===== src/rtl/sqrt_reconstruct.sv =====
// sqrt_reconstruct
//   Rebuilds a square-root radicand D = Q*Q + R from a root Q and remainder R
//   using a sequential shift-add multiplier.
//   The rebuilt value is compared against an expected radicand, and the
//   remainder is checked against the legal range R <= 2*Q.
//   Typical use is as an on-chip self-check behind the iterative sqrt unit.
//   It also works stand-alone as a small squarer.
//
// Ports
//   clk       in   system clock; all state changes on the rising edge
//   rst       in   synchronous active-high reset
//   start     in   request pulse; sampled only while idle
//   Root      in   root Q; only Root[DW/2-1:0] is used
//   Reminder  in   remainder R (unsigned, already corrected)
//   Expected  in   radicand to compare against
//   Ready     out  one-cycle pulse when results are valid
//   Busy      out  high while loading or multiplying
//   Square    out  low DW bits of Q*Q + R
//   Overflow  out  Q*Q + R >= 2^DW
//   Match     out  no overflow and Square == Expected
//   Rem_ok    out  Reminder <= 2*Q
module sqrt_reconstruct #(
  parameter int DW = 16,
  parameter int CW = $clog2(DW/2) + 1
) (
  input  logic          clk,
  input  logic          rst,
  input  logic          start,
  input  logic [DW-1:0] Root,
  input  logic [DW-1:0] Reminder,
  input  logic [DW-1:0] Expected,
  output logic          Ready,
  output logic          Busy,
  output logic [DW-1:0] Square,
  output logic          Overflow,
  output logic          Match,
  output logic          Rem_ok
);

  localparam int HW = DW / 2;

  typedef enum logic [1:0] {
    IDLE = 2'd0,
    LOAD = 2'd1,
    MUL  = 2'd2,
    DONE = 2'd3
  } state_t;

  state_t        state_q, state_d;
  logic [CW-1:0] cnt_q, cnt_d;
  logic [DW:0]   mcand_q, mcand_d;
  logic [HW-1:0] mplier_q, mplier_d;
  logic [DW:0]   acc_q, acc_d;
  logic [DW-1:0] exp_q, exp_d;
  logic [HW-1:0] q_q, q_d;
  logic [DW-1:0] r_q, r_d;
  logic [DW-1:0] square_q, square_d;
  logic          ovf_q, ovf_d;
  logic          match_q, match_d;
  logic          rem_ok_q, rem_ok_d;
  logic          ready_q, ready_d;

  // The upper half of Root is intentionally ignored.
  logic          unused_root_s;
  assign unused_root_s = ^Root[DW-1:HW];

  // 2*Q as a DW+1-bit value, used for the remainder range check.
  logic [DW:0]   two_q_s;
  assign two_q_s = {{HW{1'b0}}, q_q, 1'b0};

  // Next-state and datapath update logic.
  always_comb begin
    state_d  = state_q;
    cnt_d    = cnt_q;
    mcand_d  = mcand_q;
    mplier_d = mplier_q;
    acc_d    = acc_q;
    exp_d    = exp_q;
    q_d      = q_q;
    r_d      = r_q;
    square_d = square_q;
    ovf_d    = ovf_q;
    match_d  = match_q;
    rem_ok_d = rem_ok_q;
    ready_d  = 1'b0;

    case (state_q)
      IDLE: begin
        if (start) begin
          q_d     = Root[HW-1:0];
          r_d     = Reminder;
          exp_d   = Expected;
          state_d = LOAD;
        end else begin
          state_d = IDLE;
        end
      end
      LOAD: begin
        // The remainder preloads the accumulator, so no separate add step is needed.
        mcand_d  = {{(HW + 1){1'b0}}, q_q};
        mplier_d = q_q;
        acc_d    = {1'b0, r_q};
        cnt_d    = {CW{1'b0}};
        state_d  = MUL;
      end
      MUL: begin
        if (mplier_q[0]) begin
          acc_d = acc_q + mcand_q;
        end else begin
          acc_d = acc_q;
        end
        mcand_d  = mcand_q << 1;
        mplier_d = mplier_q >> 1;
        cnt_d    = cnt_q + {{(CW - 1){1'b0}}, 1'b1};
        if (cnt_q == CW'(HW - 1)) begin
          state_d = DONE;
        end else begin
          state_d = MUL;
        end
      end
      DONE: begin
        square_d = acc_q[DW-1:0];
        ovf_d    = acc_q[DW];
        match_d  = (acc_q == {1'b0, exp_q});
        rem_ok_d = ({1'b0, r_q} <= two_q_s);
        ready_d  = 1'b1;
        state_d  = IDLE;
      end
      default: begin
        state_d = IDLE;
      end
    endcase
  end

  // State and datapath registers with synchronous reset.
  always_ff @(posedge clk) begin
    if (rst) begin
      state_q  <= IDLE;
      cnt_q    <= {CW{1'b0}};
      mcand_q  <= {(DW + 1){1'b0}};
      mplier_q <= {HW{1'b0}};
      acc_q    <= {(DW + 1){1'b0}};
      exp_q    <= {DW{1'b0}};
      q_q      <= {HW{1'b0}};
      r_q      <= {DW{1'b0}};
      square_q <= {DW{1'b0}};
      ovf_q    <= 1'b0;
      match_q  <= 1'b0;
      rem_ok_q <= 1'b0;
      ready_q  <= 1'b0;
    end else begin
      state_q  <= state_d;
      cnt_q    <= cnt_d;
      mcand_q  <= mcand_d;
      mplier_q <= mplier_d;
      acc_q    <= acc_d;
      exp_q    <= exp_d;
      q_q      <= q_d;
      r_q      <= r_d;
      square_q <= square_d;
      ovf_q    <= ovf_d;
      match_q  <= match_d;
      rem_ok_q <= rem_ok_d;
      ready_q  <= ready_d;
    end
  end

  assign Ready    = ready_q;
  assign Busy     = (state_q == LOAD) || (state_q == MUL);
  assign Square   = square_q;
  assign Overflow = ovf_q;
  assign Match    = match_q;
  assign Rem_ok   = rem_ok_q;

endmodule


===== config.mk =====
export PLATFORM = sky130hd
export DESIGN_NAME = sqrt_reconstruct
export DESIGN_NICKNAME = d
export VERILOG_FILES = /design/src/rtl/sqrt_reconstruct.sv
export SDC_FILE = /design/constraint.sdc
export NUM_CORES = 1
export LEC_CHECK = 0
export ABC_AREA = 1
export BUFFER_PORTS_ARGS = -buffer_cell sky130_fd_sc_hd__buf_2
export CORE_ASPECT_RATIO = 0.5
export CORE_MARGIN = 2
export CORE_UTILIZATION = 44
export CTS_CLUSTER_DIAMETER = 200
export CTS_CLUSTER_SIZE = 16
export DETAILED_ROUTE_END_ITERATION = 10
export PLACE_DENSITY_LB_ADDON = 0.3
export SYNTH_ARGS = -nofsm -noshare
export SYNTH_HDL_FRONTEND = slang
export SYNTH_SLANG_ARGS = --single-unit

===== constraint.sdc =====
create_clock -name clk -period 2.2 [get_ports clk]
set_clock_uncertainty 0.05 [all_clocks]
set_input_delay 0.22 -clock clk [delete_from_list [all_inputs] [get_ports clk]]
set_output_delay 0.22 -clock clk [all_outputs]
set_load 0.02 [all_outputs]

==> key figures <==
Run status
  – Status: completed

Setup path
  – Req. time, crit path: ~2.4 ns
  – Worst-path cell with the longest stage delay: fa_1
  – Worst-case register-to-register setup slack: about 0.23 ns
  – CP Data Arrival Time: roughly 2.2 ns
  – Startpoint type of the worst setup path: flop
  – Most frequent cell on the critical path: nand2_1
  – Register-to-Register Path Depth: 12
  – Endpoint of the worst-slack reg-to-reg timing path: acc_q[14]$_SDFFE_PP0P_
  – Largest driver fanout on the critical path: 3
  – Crit path capture type: flop
  – Series of cell instances along the critical path: ha_1, fa_1, nand2_1, nand2_1, nand3b_1, nand2_1, nand2_1, nand2_1, nand2_1, nand3_1, nand2_1, a21oi_1
  – Launch point of the worst reg-to-reg path: mcand_q[0]$_SDFFE_PP0P_
  – Kind of critical path: flop to flop
  – Max incr delay on CP: 0.41 ns

Clock tree
  – Bufs on Longest Clock Path: 2
  – TritonCTS clock tree: done
  – Cell at the root of the clock tree: clkbuf_16
  – Clock input transition at the sequential cells of the worst setup and hold paths: ~0.080 ns
  – Post-CTS Repair Setup Buffers: 0
  – Number of CTS-inserted buffers: 9
  – H-Tree Depth: 3
  – Clock latency at the later pin of the worst-skew pair: roughly 0.36 ns
  – CTS sink count: 108

Floorplan
  – Area of the die: ~13,000 um^2
  – # rows: 28
  – Core area: approximately 12,000 um^2
  – Die Y: 83.0 um
  – Width of the die: 162 um
  – Num ports: 72
  – Starting Density: 0.458

Route
  – DRC errors left: 0
  – Detailed-routing iteration count for the pre-antenna-repair pass: 5
  – Drt initial violations: approximately 250
  – Final routed wire length divided by cell count: about 13 um
  – DR vias/cell: 5.09
  – Routed vias: approximately 5,100
  – Detail Route Antenna Nets: 0
  – Final wirelength: between 10,000 and 15,000 um

Synth
  – Syn Nets: 862
  – Post-synthesis cell count: 780
  – Synth Cell Area: approximately 5500 um^2
  – Post-synthesis compound-gate area fraction: 0.174
  – Synth top area cells: dfxtp_1, nand2_1, a21oi_1
  – Xor and xnor fraction of the mapped netlist area: 0.0239
  – Count of yosys warnings during synthesis: 0
  – Area share of the largest cell type after synthesis: 0.393
  – Cell taking the most area after synthesis: dfxtp_1
  – Synthesized flop and latch total: ~110
  – Count of cell types in the netlist: 36
  – Synth Area per Inst: around 7.0 um^2
  – Main combinational cell family by area after synthesis: simple AND/OR/NAND/NOR gates
  – Fraction of the yosys area taken by sequential cells: 0.393
  – Multiplexer fraction of the synthesized cell area: 0
  – Adder-Cell Fraction of Synth Area: 0.0719
  – Simple-gate share of the synthesized area: 0.238

Timing
  – Slew at the pin closest to its max-slew limit: between 0.6 and 0.7 ns
  – Count of final setup violators: 0
  – Max-slew headroom: 0.564
  – RSZ-0062 raised after global routing: false
  – Final number of hold-violating endpoints: 0
  – Min Clock Period, post-route: roughly 2.0 ns
  – Fmax: 507 MHz
  – Setup WS post-layout: 0.228 ns
  – Fin crit share: 0.897
  – Setup Total Neg Slack: 0 ns
  – Final max-slew violation count: 0

Pwr
  – Post-route total power: around 0.0045 W
  – Maximum vdd ir drop: between 0.3 and 0.4 mV
  – Static leakage power: 2.89 nW
  – Pwr/cell area: approximately 720 nW/um^2

Global routing
  – Number of global-route vias before repair: approximately 4,600
  – Total global routing track utilization: 0.205
  – First-pass GRT wire length: ~22,000 um
  – Initial antenna violation count: 0
  – Total grt overflow: 0
  – Maximum number of pins on one net before global-route repair: between 80 and 90

Worst hold path
  – Hold path startpoint: Root[0]
  – Path category of the worst min-delay check: primary input to flop
  – Hold endpoint: q_q[0]$_SDFFE_PP0P_
  – Hold-critical path depth: 3

Finish
  – Total area of sequential cells: about 2200 um^2
  – Synthesis-to-layout area growth: 14.2%
  – Filler Cells Inserted: between 1,000 and 1,500
  – Multi-input combinational cell area: ~2800 um^2
  – Final core occ: 0.522
  – Commonest non-fill, non-tap cells in the layout: nand2_1, dfxtp_1, inv_1
  – Number of antenna repair diodes: 0
  – Most common cell after layout, fill and taps aside: nand2_1
  – Layout Nets: between 900 and 1,000
  – Fin area: between 6000 and 7000 um^2
  – Share of final-layout standard cells stronger than drive strength 1: 0.139

Placed design
  – Hpwl dp: 10,200 um
  – Worst slack after detailed placement: approximately 0.26 ns
  – Total cell area at the placement stage: 5980 um^2
  – Number of buffers added on ports: 63
  – Weighted congestion at the end of routability-driven global placement: ~0.9

Run
  – Maximum Capacitance Violations: 0
how the worst max path moves through the flow:
stage	start	end	depth (start not counted)
floorplan	mcand_q[0]$_SDFFE_PP0P_	acc_q[8]$_SDFFE_PP0P_	11
finish	mcand_q[0]$_SDFFE_PP0P_	acc_q[14]$_SDFFE_PP0P_	12
global placement	state_q[0]$_SDFF_PP0_	acc_q[0]$_SDFFE_PP0P_	8
CTS	state_q[0]$_SDFF_PP0_	acc_q[5]$_SDFFE_PP0P_	8
global route	mcand_q[0]$_SDFFE_PP0P_	acc_q[14]$_SDFFE_PP0P_	11
detailed placement	state_q[0]$_SDFF_PP0_	acc_q[5]$_SDFFE_PP0P_	8
Yosys cell counts:
library cell,number
or2_2,2
inv_1,98
nand2_2,6
and3_1,1
nand3b_1,2
buf_6,1
o211ai_1,1
fa_1,1
nor2_1,68
or2_0,1
a211oi_1,1
ha_1,30
nor3_1,5
and2_4,1
inv_2,2
or2_1,1
nand3_2,2
o21ai_0,75
dfxtp_1,108
a31oi_1,2
nand3_1,43
clkinv_1,2
clkbuf_1,26
nor2_2,1
a21oi_1,82
xnor2_1,8
nor4_1,1
nor3_2,4
buf_4,3
buf_2,6
a21oi_2,4
nand2_1,162
nand4_1,6
o22ai_1,16
xor2_1,7
o211a_1,1
logic make-up after synthesis:
family	count (synthesis)
AOI/OAI and AO/OA	182
xor gates and xnor gates	15
adders and majority gates	31
buffers and inverters	138
DFF	108
and+or+nand+nor	306
state kept, by name (all words and copies together) (netlist names), 2 cells and up:
register,cells
acc_q,17
mcand_q,17
Square,16
exp_q,16
r_q,16
mplier_q,8
q_q,8
cnt_q,4
state_q,2
worst max-delay path, delay by kind of cell (launching register included):
family / cells / cell delay, ns
DFF: 1 / 0.34
AOI/OAI and AO/OA: 1 / 0.05
adders and majority gates: 2 / 0.65
and+or+nand+nor: 9 / 0.78
layer usage:
layer	part of all wire	GRT usage	vias up
met5	0	0	-
met4	0.014	0.0571	0
met3	0.055	0.0375	17
met2	0.42	0.307	133
met1	0.51	0.302	2316
li1	-	-	2631
final cells by class:
class | instances | area share
clock buffer | 9 | 0.0359
inverter | 102 | 0.0610
tap | 165 | 0.0329
clock inverter | 7 | 0.0108
timing repair buffer | 77 | 0.0690
sequential | 108 | 0.344
multi-input combinational | 534 | 0.446
metrics by stage:
| step | hold slack [ns] | std cells |
|---|---|---|
| 4_1_cts | 0.0635 | 1002 |
| 5_1_grt | 0.0599 | 1002 |
| 3_3_place_gp | 0.404 | 986 |
| 6_report | 0.0664 | 1002 |
| 2_1_floorplan | 0.311 | 780 |
| 3_5_place_dp | 0.411 | 986 |
report_power, final:
group          switching [W]  internal [W]  leakage, nW  total (W)
clock network       0.000798      0.000797        0.145    0.00159
logic               0.000469      0.000270         1.87   0.000740
registers          0.0000881       0.00208        0.882    0.00217
what timing repair did:
action	in CTS	in global routing
endpoints found under the hold margin	0	0
setup endpoints to repair	0	2
gates resized for setup	0	1
hold buffers	0	0
Power figures use the tool's default switching activity.
